### src/rtl/mac_seq_pkg.sv
// mac_seq_pkg: default widths and FSM state encoding shared by the mac_array_sequencer slice
package mac_seq_pkg;
  localparam int CH_W_DEF      = 64;
  localparam int RES_W_DEF     = 16;
  localparam int LEN_W_DEF     = 8;
  localparam int DRAIN_CYC_DEF = 4;
  typedef enum logic [2:0] {IDLE, CLEAR, STREAM, DRAIN, CAPTURE, OUT} state_e;
endpackage

### src/rtl/mac_array_sequencer_if.sv
// mac_array_sequencer_if: command, DMA beat and result handshakes of the sequencer
interface mac_array_sequencer_if import mac_seq_pkg::*; #(
  parameter int CH_W  = CH_W_DEF,
  parameter int RES_W = RES_W_DEF,
  parameter int LEN_W = LEN_W_DEF
);
  logic             cmd_valid;
  logic             cmd_ready;
  logic [LEN_W-1:0] cmd_len;
  logic [RES_W-1:0] cmd_bias;
  logic             in_valid;
  logic             in_ready;
  logic [CH_W-1:0]  in_ch0;
  logic [CH_W-1:0]  in_ch1;
  logic [CH_W-1:0]  in_ch2;
  logic [CH_W-1:0]  in_ch3;
  logic             res_valid;
  logic             res_ready;
  logic [RES_W-1:0] res_data;
  modport master (
    output cmd_valid, cmd_len, cmd_bias, in_valid, in_ch0, in_ch1, in_ch2, in_ch3, res_ready,
    input  cmd_ready, in_ready, res_valid, res_data
  );
  modport slave (
    input  cmd_valid, cmd_len, cmd_bias, in_valid, in_ch0, in_ch1, in_ch2, in_ch3, res_ready,
    output cmd_ready, in_ready, res_valid, res_data
  );
endinterface

### src/rtl/mac_seq_counter.sv
// mac_seq_counter: loadable down-counter whose done flag marks the final count
module mac_seq_counter #(
  parameter int W = 8
) (
  input  logic         clk,
  input  logic         rst,
  input  logic         load_i,
  input  logic [W-1:0] val_i,
  input  logic         dec_i,
  output logic [W-1:0] cnt_o,
  output logic         done_o
);
  logic [W-1:0] cnt_q, cnt_d;
  assign cnt_d  = load_i ? val_i : cnt_q - W'(dec_i);
  assign cnt_o  = cnt_q;
  assign done_o = cnt_q == W'(1);
  // Count register; a load wins over a decrement
  always_ff @(posedge clk or posedge rst)
    if (rst) cnt_q <= '0;
    else cnt_q <= cnt_d;
endmodule

### src/rtl/mac_array_sequencer.sv
// mac_array_sequencer: job controller feeding one MAC array; MAC_SEQ_RELU_EN clamps negative results to 0
module mac_array_sequencer import mac_seq_pkg::*; #(
  parameter int CH_W      = CH_W_DEF,
  parameter int RES_W     = RES_W_DEF,
  parameter int LEN_W     = LEN_W_DEF,
  parameter int DRAIN_CYC = DRAIN_CYC_DEF
) (
  input  logic                 clk,
  input  logic                 rst,
  mac_array_sequencer_if.slave bus,
  output logic [CH_W-1:0]      mac_ch0_o,
  output logic [CH_W-1:0]      mac_ch1_o,
  output logic [CH_W-1:0]      mac_ch2_o,
  output logic [CH_W-1:0]      mac_ch3_o,
  output logic                 mac_en_o,
  output logic                 mac_clr_o,
  output logic                 mac_read_en_o,
  output logic [RES_W-1:0]     mac_bias_o,
  input  logic [RES_W-1:0]     mac_dot_i,
  output logic                 busy_o
);
  localparam int DW = $clog2(DRAIN_CYC + 1);
  state_e                 state_q, state_d;
  logic                   cmd_ready_q, in_ready_q, busy_q, mac_en_q, mac_clr_q, read_en_q, res_valid_q;
  logic                   read_en_d;
  logic [3:0][CH_W-1:0]   ch_q;
  logic [RES_W-1:0]       bias_q, res_q, res_cap;
  logic                   take_cmd, beat, res_hs, drain_load;
  logic [LEN_W-1:0]       beat_cnt;
  logic                   beat_last;
  logic [DW-1:0]          drain_cnt;
  logic                   drain_last;
  assign take_cmd   = cmd_ready_q & bus.cmd_valid;
  assign beat       = in_ready_q & bus.in_valid;
  assign res_hs     = res_valid_q & bus.res_ready;
  assign drain_load = state_d == DRAIN && state_q != DRAIN;
  // read_en must land on the last DRAIN cycle, so it is armed one cycle ahead
  assign read_en_d  = state_d == DRAIN && (drain_load ? DRAIN_CYC == 1 : drain_cnt == DW'(2));
  mac_seq_counter #(.W(LEN_W)) u_beat (
    .clk(clk), .rst(rst), .load_i(take_cmd), .val_i(bus.cmd_len), .dec_i(beat),
    .cnt_o(beat_cnt), .done_o(beat_last)
  );
  mac_seq_counter #(.W(DW)) u_drain (
    .clk(clk), .rst(rst), .load_i(drain_load), .val_i(DW'(DRAIN_CYC)), .dec_i(state_q == DRAIN),
    .cnt_o(drain_cnt), .done_o(drain_last)
  );
`ifdef MAC_SEQ_RELU_EN
  assign res_cap = mac_dot_i[RES_W-1] ? '0 : mac_dot_i;
`else
  assign res_cap = mac_dot_i;
`endif
  // Next-state decode of the job sequence
  always_comb begin
    state_d = state_q;
    case (state_q)
      IDLE:    state_d = take_cmd ? CLEAR : IDLE;
      CLEAR:   state_d = beat_cnt == '0 ? DRAIN : STREAM;
      STREAM:  state_d = beat && beat_last ? DRAIN : STREAM;
      DRAIN:   state_d = drain_last ? CAPTURE : DRAIN;
      CAPTURE: state_d = OUT;
      OUT:     state_d = res_hs ? IDLE : OUT;
      default: state_d = IDLE;
    endcase
  end
  // State register with control outputs registered from the next state
  always_ff @(posedge clk or posedge rst)
    if (rst) begin
      state_q     <= IDLE;
      cmd_ready_q <= 1'b0;
      in_ready_q  <= 1'b0;
      busy_q      <= 1'b0;
      mac_clr_q   <= 1'b0;
      mac_en_q    <= 1'b0;
      read_en_q   <= 1'b0;
      res_valid_q <= 1'b0;
    end else begin
      state_q     <= state_d;
      cmd_ready_q <= state_d == IDLE;
      in_ready_q  <= state_d == STREAM;
      busy_q      <= state_d != IDLE;
      mac_clr_q   <= state_d == CLEAR;
      mac_en_q    <= beat;
      read_en_q   <= read_en_d;
      res_valid_q <= state_d == OUT;
    end
  // Beat, bias and result holding registers
  always_ff @(posedge clk or posedge rst)
    if (rst) begin
      ch_q   <= '0;
      bias_q <= '0;
      res_q  <= '0;
    end else begin
      if (beat) ch_q <= {bus.in_ch3, bus.in_ch2, bus.in_ch1, bus.in_ch0};
      if (take_cmd) bias_q <= bus.cmd_bias;
      if (state_q == CAPTURE) res_q <= res_cap;
    end
  assign bus.cmd_ready = cmd_ready_q;
  assign bus.in_ready  = in_ready_q;
  assign bus.res_valid = res_valid_q;
  assign bus.res_data  = res_q;
  assign mac_ch0_o     = ch_q[0];
  assign mac_ch1_o     = ch_q[1];
  assign mac_ch2_o     = ch_q[2];
  assign mac_ch3_o     = ch_q[3];
  assign mac_en_o      = mac_en_q;
  assign mac_clr_o     = mac_clr_q;
  assign mac_read_en_o = read_en_q;
  assign mac_bias_o    = bias_q;
  assign busy_o        = busy_q;
endmodule

### src/flat_wrapper.sv
// flat-port wrapper written by rule: the top's interface ports become plain ports
module mac_array_sequencer_flat import mac_seq_pkg::*;
#(
  parameter int CH_W      = CH_W_DEF,
  parameter int RES_W     = RES_W_DEF,
  parameter int LEN_W     = LEN_W_DEF,
  parameter int DRAIN_CYC = DRAIN_CYC_DEF
)
  (clk, rst, mac_ch0_o, mac_ch1_o, mac_ch2_o, mac_ch3_o, mac_en_o, mac_clr_o, mac_read_en_o, mac_bias_o, mac_dot_i, busy_o, bus_cmd_valid, bus_cmd_len, bus_cmd_bias, bus_in_valid, bus_in_ch0, bus_in_ch1, bus_in_ch2, bus_in_ch3, bus_res_ready, bus_cmd_ready, bus_in_ready, bus_res_valid, bus_res_data);
  mac_array_sequencer_if #(.CH_W(CH_W), .RES_W(RES_W), .LEN_W(LEN_W)) bus_i ();
  input  logic clk;
  input  logic rst;
  output logic [CH_W-1:0] mac_ch0_o;
  output logic [CH_W-1:0] mac_ch1_o;
  output logic [CH_W-1:0] mac_ch2_o;
  output logic [CH_W-1:0] mac_ch3_o;
  output logic mac_en_o;
  output logic mac_clr_o;
  output logic mac_read_en_o;
  output logic [RES_W-1:0] mac_bias_o;
  input  logic [RES_W-1:0] mac_dot_i;
  output logic busy_o;
  input wire logic [$bits(bus_i.cmd_valid)-1:0] bus_cmd_valid;
  input wire logic [$bits(bus_i.cmd_len)-1:0] bus_cmd_len;
  input wire logic [$bits(bus_i.cmd_bias)-1:0] bus_cmd_bias;
  input wire logic [$bits(bus_i.in_valid)-1:0] bus_in_valid;
  input wire logic [$bits(bus_i.in_ch0)-1:0] bus_in_ch0;
  input wire logic [$bits(bus_i.in_ch1)-1:0] bus_in_ch1;
  input wire logic [$bits(bus_i.in_ch2)-1:0] bus_in_ch2;
  input wire logic [$bits(bus_i.in_ch3)-1:0] bus_in_ch3;
  input wire logic [$bits(bus_i.res_ready)-1:0] bus_res_ready;
  output wire logic [$bits(bus_i.cmd_ready)-1:0] bus_cmd_ready;
  output wire logic [$bits(bus_i.in_ready)-1:0] bus_in_ready;
  output wire logic [$bits(bus_i.res_valid)-1:0] bus_res_valid;
  output wire logic [$bits(bus_i.res_data)-1:0] bus_res_data;
  assign bus_i.cmd_valid = bus_cmd_valid;
  assign bus_i.cmd_len = bus_cmd_len;
  assign bus_i.cmd_bias = bus_cmd_bias;
  assign bus_i.in_valid = bus_in_valid;
  assign bus_i.in_ch0 = bus_in_ch0;
  assign bus_i.in_ch1 = bus_in_ch1;
  assign bus_i.in_ch2 = bus_in_ch2;
  assign bus_i.in_ch3 = bus_in_ch3;
  assign bus_i.res_ready = bus_res_ready;
  assign bus_cmd_ready = bus_i.cmd_ready;
  assign bus_in_ready = bus_i.in_ready;
  assign bus_res_valid = bus_i.res_valid;
  assign bus_res_data = bus_i.res_data;
  mac_array_sequencer #(.CH_W(CH_W), .RES_W(RES_W), .LEN_W(LEN_W), .DRAIN_CYC(DRAIN_CYC)) u_core (.clk(clk), .rst(rst), .bus(bus_i), .mac_ch0_o(mac_ch0_o), .mac_ch1_o(mac_ch1_o), .mac_ch2_o(mac_ch2_o), .mac_ch3_o(mac_ch3_o), .mac_en_o(mac_en_o), .mac_clr_o(mac_clr_o), .mac_read_en_o(mac_read_en_o), .mac_bias_o(mac_bias_o), .mac_dot_i(mac_dot_i), .busy_o(busy_o));
endmodule
### config.mk
export PLATFORM = sky130hd
export DESIGN_NAME = mac_array_sequencer_flat
export DESIGN_NICKNAME = d
export VERILOG_FILES = /design/src/rtl/mac_seq_pkg.sv /design/src/rtl/mac_array_sequencer_if.sv /design/src/rtl/mac_seq_counter.sv /design/src/rtl/mac_array_sequencer.sv /design/src/flat_wrapper.sv
export SDC_FILE = /design/constraint.sdc
export NUM_CORES = 1
export LEC_CHECK = 0
export CAP_MARGIN = 25
export CORE_AREA = 5 5 232 234
export CTS_CLUSTER_DIAMETER = 50
export DETAILED_ROUTE_END_ITERATION = 8
export DIE_AREA = 0 0 237 239
export DONT_BUFFER_PORTS = 1
export GPL_ROUTABILITY_DRIVEN = 0
export GPL_TIMING_DRIVEN = 0
export SYNTH_ARGS = -nofsm -noshare
export SYNTH_HDL_FRONTEND = slang
export SYNTH_HIERARCHICAL = 1
export SYNTH_SLANG_ARGS = --single-unit
export TNS_END_PERCENT = 30
### constraint.sdc
create_clock -name clk -period 10.2 [get_ports clk]
set_input_delay 1.02 -clock clk [delete_from_list [all_inputs] [get_ports clk]]
set_output_delay 1.02 -clock clk [all_outputs]
set_load 0.02 [all_outputs]
==> results_dict.tcl <==
set metrics [dict create \
    wl_per_cell_um 21.67 \
    startpoint_type "register" \
    power.density_mw_per_mm2 359.3 \
    crit_arrival_ps 3110 \
    drc 0 \
    antenna_found_initial 6 \
    post_cts_buffers 0 \
    ys_seq_elements 309 \
    critPathMaxStageDelay_ps 490 \
    ys_async_sr_fraction_pct 100.0 \
    dr.first_iter.drc_count 172 \
    synth-edff-count 0 \
    fin_util_pct 26.91 \
    crit_fanout 10 \
    synth_top_area_share_pct 65.75 \
    synth_top_cells_by_area "dfrtp_1 66%, mux2_2 27%, buf_2 1.4%" \
    synth_cell_types 36 \
    syn_avg_cell_area_um2 16.29 \
    cts_buffer_depth 3 \
    grt_pass1_vias 6924 \
    hold_path.class "in2async" \
    leakagePower_nw 5.858 \
    dieWidth_um 237 \
    cts_htree_levels 2 \
    holdBufCountCts 0 \
    synth_common_cells "309 x dfrtp_1, 278 x mux2_2, 32 x buf_2, 15 x nand2_1, 13 x inv_1" \
    place_ws_ps 6920 \
    grt.overflow.total 0 \
    track_usage_pct 10.54 \
    hold_ws_ps 251.8 \
    io_buffers 0 \
    peakVddDrop_v 0.0001548 \
    core-area_mm2 0.05181 \
    worstPathCellList "nand2_1 -> buf_2 -> buf_2 -> inv_1 -> ha_1 -> ha_1 -> nor3b_2 -> xnor2_1 -> o21ai_0" \
    hold_viol 0 \
    p_sw_mw 1.941 \
    die-area_mm2 0.05664 \
    fp-row-count 84 \
    r2r_slack_ps 7490 \
    via_per_inst 4.150 \
    synthFlopType "dfrtp_1" \
    min_period_ps 2711 \
    yosysWarningCount 6 \
    end_kind "register" \
    synthesis.area_mm2 0.01176 \
    combPwrFrac_pct 16.8 \
    antenna_left 0 \
    slowest_stage "dfrtp_1" \
    cts_sinks 309 \
    drv_cap 0 \
    max_freq_mhz 368.9 \
    grt_pass1_wl_um 46150 \
    fin_crit_sh_pct 26.58 \
    drive_above_1_share_pct 50.00 \
    seqPwrFrac_pct 57.0 \
    regToRegStartpoint "u_core/bus.in_ready" \
    via_count 6151 \
    clockRootBuffer "clkbuf_16" \
    setup_slack_ps 7489 \
    ioPinCount 596 \
    worstSkewPairLatency_ps 520 \
    finalMaxSlewViolations 0 \
    synth-seq-area-share_pct 65.75 \
    cts_tree "yes" \
    r2r_end "u_core/u_beat/cnt_o[4]" \
    clockPowerShare_pct 26.2 \
    clkTransAtPathRegs_ps 60 \
    setup_tns_ps 0 \
    sw_frac_of_total_pct 38.74 \
    cts_resized 0 \
    fin_skew_ps 10.54 \
    status "completed" \
    rr_worst_depth 9 \
    synth_most_common_cell "dfrtp_1" \
    nets 1070 \
    cts_buffers 37 \
    routed_wl_um 32110 \
    finalSetupViolCount 0 \
    path_class "reg2reg" \
    power_mw 5.011 \
    power.internal_mw 3.070 \
    slew_headroom_pct 50.24 \
    syn_inst 722 \
    tightest_slew_ps 746.3 \
    syn2layout_area_growth_pct 18.59 \
    place_hpwl_um 25430 \
    grt_max_degree 134 \
    grt_setup_unrepaired "no" \
    initial_core_util_pct 22.70 \
    critPathRequiredTime_ps 10600 \
    yosys.area.top_type "dfrtp_1" \
    die_y_um 239 \
    first_pass_iters 4 \
]
kinds of logic after synthesis:
| group | after synthesis | synth area share, % |
|---|---|---|
| other | 2 | 0.06386 |
| XOR/XNOR | 4 | 0.2979 |
| AND/OR/NAND/NOR | 49 | 2.373 |
| AO/OA/AOI/OAI | 17 | 0.9469 |
| flip-flops | 309 | 65.75 |
| adder cells (fa/ha/maj) | 5 | 0.5320 |
| multiplexers | 288 | 27.90 |
| buffers and inverters | 48 | 2.139 |
through the flow:
| stage | instance area (um2) | instances |
|---|---|---|
| after global placement | 12620 | 1411 |
| after detailed placement | 12690 | 1413 |
| final | 13950 | 1482 |
| after floorplan | 11760 | 723 |
| after CTS | 13940 | 1480 |
| after global routing | 13950 | 1482 |
power groups by stage:
stage / sequential (mW) / clock (mW) / combinational, mW
after detailed placement: 2.89 / 0 / 0.855
after global routing: 2.91 / 1.42 / 0.927
final: 2.85 / 1.32 / 0.842
after global placement: 2.88 / 0 / 0.810
after floorplan: 2.68 / 0 / 0.718
after CTS: 2.87 / 1.36 / 0.856
layout by cell type (no fill, tap or decap), types with 6 or more instances in the layout:
cell type,count
clkbuf_8,9
buf_2,32
nor2_1,6
mux2_4,10
inv_1,12
clkbuf_1,6
nand3_1,8
nand2_1,15
mux2_2,278
clkbuf_16,39
o21ai_0,7
dfrtp_1,309
per-layer routing:
metal / global-route usage (%) / share of wire (%)
met1: 11.34 / 35
met2: 18.62 / 53
met3: 4.453 / 10
met4: 3.778 / 2.4
met5: 0 / 0
worst max-delay path: cells and delay by family, from the launching register on:
family                   cells  cell delay [ps]
adder cells (fa/ha/maj)      2              440
AO/OA/AOI/OAI                1               90
XOR/XNOR                     1              160
flip-flops                   1              490
buffers and inverters        3              780
AND/OR/NAND/NOR              2              620
flip-flops by register name (all words and copies together) (netlist names):
register	cells
u_core/mac_bias_o	16
u_core/bus.res_data	16
u_core/u_beat/cnt_o	8
u_core/bus.in_ready	1
u_core/mac_ch1_o	64
u_core/mac_ch2_o	64
u_core/state_q	3
u_core/u_drain/cnt_o	3
u_core/bus.res_valid	1
u_core/mac_read_en_o	1
u_core/mac_ch3_o	64
u_core/bus.cmd_ready	1
u_core/busy_o	1
u_core/mac_ch0_o	64
u_core/mac_en_o	1
u_core/mac_clr_o	1
layout make-up:
cell class	count	area [um2]
Antenna cell	2	5.005
Buffer	35	202.7
Clock buffer	54	1122
Clock inverter	13	131.4
Fill cell	5284	37870
Inverter	13	56.30
Multi-Input combinational cell	366	3780
Sequential cell	309	7732
Tap cell	688	860.8
Timing Repair Buffer	2	55.05
worst max path at each step:
stage,endpoint,startpoint,slack [ps],cells past startpoint
3_3_place_gp,u_core/mac_ch1_o[5],rst,-1850,1
2_1_floorplan,u_core/bus.cmd_ready,rst,950,1
5_1_grt,u_core/u_beat/cnt_o[4],u_core/bus.in_ready,7270,9
3_5_place_dp,u_core/u_beat/cnt_o[4],bus_in_valid,6920,9
6_report,u_core/u_beat/cnt_o[4],u_core/bus.in_ready,7490,9
4_1_cts,u_core/u_beat/cnt_o[4],u_core/bus.in_ready,7350,9
Power figures use the tool's default switching activity.
==> RTL edit, RTL diff (same settings) <==
Reset style: synchronous (`rst`), changed in 3 clocked blocks.
--- a/src/rtl/mac_seq_counter.sv
+++ b/src/rtl/mac_seq_counter.sv
@@ -16,5 +16,5 @@
   assign done_o = cnt_q == W'(1);
   // Count register; a load wins over a decrement
-  always_ff @(posedge clk or posedge rst)
+  always_ff @(posedge clk)
     if (rst) cnt_q <= '0;
     else cnt_q <= cnt_d;
--- a/src/rtl/mac_array_sequencer.sv
+++ b/src/rtl/mac_array_sequencer.sv
@@ -64,5 +64,5 @@
   end
   // State register with control outputs registered from the next state
-  always_ff @(posedge clk or posedge rst)
+  always_ff @(posedge clk)
     if (rst) begin
       state_q     <= IDLE;
@@ -85,5 +85,5 @@
     end
   // Beat, bias and result holding registers
-  always_ff @(posedge clk or posedge rst)
+  always_ff @(posedge clk)
     if (rst) begin
       ch_q   <= '0;
Behaviour: differs if rst is asserted again (counterexample within 4 cycles, from zero or initial values and one cycle with rst high); with rst held inactive, the same outputs for 4 cycles.
==> RTL edit against the unedited design <==
Design area decreased by 8.5%; sequential cell count unchanged; via count rose by 53%; die area stayed put; area after synthesis shrank 8.0%; routed wire length grew 23%; first-iteration DRC count increased to 2.9 times the old value; critical path depth down 3; largest cell class unchanged; hold slack improved by 0.30 ns; clock skew increased by 0.0012 ns; global-route usage grew 2.4 points; worst setup slack got worse by 0.24 ns.
Power is not compared: it rests on default switching activity, and its combinational part moved more than twofold at a synthesized area within 25%.
==> RTL edit: results (changes against the unedited design) <==
Timing
The worst relative slew slack was 36.84% (was 50.24%). The final setup violation count is 0 (unchanged). The clock skew after layout came to 0.01177 ns (was 0.01054 ns).

Routing
The average wire per cell in the routed design is 18.74 um (was 21.67 um). The detailed-router iteration count before antenna repair was 7 (was 4). The average via count per standard cell came to 4.457 (was 4.150). The violation count after the first detailed-route iteration came to 500 (was 172).

Clock network
The clock edge transition at the registers on the reported setup and hold paths is 0.06 ns (about the same). The largest buffer count on any clock path is 3 (unchanged). The clock root buffer is sky130_fd_sc_hd__clkbuf_16 (unchanged). The number of H-tree levels was 2 (unchanged). The source-to-sink clock delay at the later pin of the worst-skew pair is 0.52 ns (about the same). The post-CTS setup buffer count is 0 (unchanged). The post-cts repair resize count was 0 (unchanged). The number of buffers created by CTS is 35 (was 37).

Yosys
The yosys synthesis warning count came to 6 (unchanged). The proportion of synthesized chip area in sequential cells is 57.16% (was 65.75%). The proportion of register bits with asynchronous set or reset after synthesis is 0% (was 100.0%). Leading cell types by total area after synthesis: sky130_fd_sc_hd__dfxtp_1, sky130_fd_sc_hd__nand2_1, sky130_fd_sc_hd__a21oi_1, sky130_fd_sc_hd__clkbuf_1, sky130_fd_sc_hd__nor2_1 (was sky130_fd_sc_hd__dfrtp_1, sky130_fd_sc_hd__mux2_2, sky130_fd_sc_hd__buf_2, sky130_fd_sc_hd__mux2_4, sky130_fd_sc_hd__ha_1). Commonest cells post-synth: sky130_fd_sc_hd__nand2_1, sky130_fd_sc_hd__dfxtp_1, sky130_fd_sc_hd__a21oi_1 (was sky130_fd_sc_hd__dfrtp_1, sky130_fd_sc_hd__mux2_2, sky130_fd_sc_hd__buf_2). The leading register cell type out of synthesis was sky130_fd_sc_hd__dfxtp_1 (was sky130_fd_sc_hd__dfrtp_1).

The unique cell type count in the Yosys netlist is 46 (was 36).

Min path
The worst min-delay path class is flop to flop (was input port to async pin).

Cells and area
The fraction of layout cells with a size suffix above 1 was 4.692% (was 50.00%). The number of nets in the layout is 1,711 (was 1,070). The fill cell total of the finished layout is 5,626 (was 5,284).

The final antenna diode count is 0 (was 2).

Global route
The total congestion overflow is 0 (unchanged). The pin count of the biggest net entering global routing is 14 (was 134). The number of global-route vias before repair is 9,431 (was 6,924).

The all-layer global routing usage is 12.94% (was 10.54%). The first-pass GRT wire length is 57,590 um (was 46,150 um). The number of antenna violations at the first check in global routing is 0 (was 6).

Power
The leakage power is 4.019 nW. IR analysis of the VDD net gives a maximum drop of 0.1031 mV.

Setup path
The critical path arrival is 3.39 ns (was 3.11 ns). The slowest library cell on the worst path is sky130_fd_sc_hd__clkbuf_1 (was sky130_fd_sc_hd__dfrtp_1). The peak fanout along the critical path is 10 (unchanged). The stage delay of the slowest cell on the critical path came to 0.73 ns (was 0.49 ns). The critical path's top delay family is buffers and inverters (unchanged).

Placement
The post-detailed-placement half-perimeter wirelength came to 31,530 um (was 25,430 um). The count of buffers inserted at the top-level ports is 0 (unchanged).

Outcome
Run status: completed (unchanged).
RTL edit: cell count changes in the layout (fill, tap and decap cells not counted), moves of 85 or more:
cell                       change
sky130_fd_sc_hd__a21oi_1     +292
sky130_fd_sc_hd__clkbuf_1     +85
sky130_fd_sc_hd__dfrtp_1     -309
sky130_fd_sc_hd__dfxtp_1     +309
sky130_fd_sc_hd__mux2_2      -278
sky130_fd_sc_hd__nand2_1     +567
RTL edit: worst paths after layout:
kind / startpoint / endpoint / slack [ns] / cells after the start
min reg2reg: u_core/u_drain/cnt_o[0] / u_core/mac_read_en_o / 0.55 / 3
max reg2reg: u_core/bus.in_ready / u_core/mac_ch0_o[57] / 7.25 / 6
min: u_core/u_drain/cnt_o[0] / u_core/mac_read_en_o / 0.55 / 3
max: u_core/bus.in_ready / u_core/mac_ch0_o[57] / 7.25 / 6
RTL edit: per-layer routing:
metal  vias up  track usage [%]  share of wire [%]
li1       4483                -                  -
met1      4379            13.46                 35
met2       502            23.55                 51
met3        68            5.284                 11
met4         0            4.600                3.0
met5         -                0                  0
RTL edit: cells by family (layout without fill, tap and decap cells):
| family | after synthesis | count (layout) | synth area share (%) |
|---|---|---|---|
| simple gates | 627 | 627 | 22.77 |
| compound gates | 311 | 311 | 15.15 |
| flops | 309 | 309 | 57.16 |
| buf+inv | 108 | 168 | 3.873 |
| fa+ha+maj | 5 | 5 | 0.5781 |
| xor+xnor | 5 | 5 | 0.4047 |
| other cells | 2 | 3 | 0.06940 |
RTL edit: where the power goes:
part	switching (mW)	internal, mW	leakage (nW)
clock	0.487	0.694	0.525
sequential	0.0919	1.26	2.50
combinational	0.124	0.0548	0.997
RTL edit: per-stage QoR:
| stage | instances | worst slack [ns] | utilization, % | power [mW] | area, um2 |
|---|---|---|---|---|---|
| after floorplan | 1368 | 7.379 | - | 1.485 | 10830 |
| after global placement | 2056 | 6.552 | 22.55 | 1.548 | 11690 |
| after detailed placement | 2056 | 6.507 | 22.55 | 1.555 | 11690 |
| after CTS | 2116 | 6.968 | 24.63 | 2.746 | 12760 |
| after global routing | 2116 | 6.989 | 24.63 | 2.833 | 12760 |
| final | 2116 | 7.249 | 24.63 | 2.707 | 12760 |
RTL edit: area by class of cell:
cell class	instances	share of cell area [%]
sequential	309	48.47
multi-input combinational	951	33.07
clock buffer	51	7.980
tap	688	6.745
buffer	98	2.990
clock inverter	9	0.4510
inverter	10	0.2941
RTL edit: worst register-to-register path: stages (launching register included):
cell	delay (ns)
sky130_fd_sc_hd__dfxtp_1	0.47
sky130_fd_sc_hd__nand2_1	0.35
sky130_fd_sc_hd__clkinv_1	0.22
sky130_fd_sc_hd__clkbuf_1	0.73
sky130_fd_sc_hd__clkbuf_1	0.74
sky130_fd_sc_hd__nand2_1	0.22
sky130_fd_sc_hd__a21oi_1	0.16
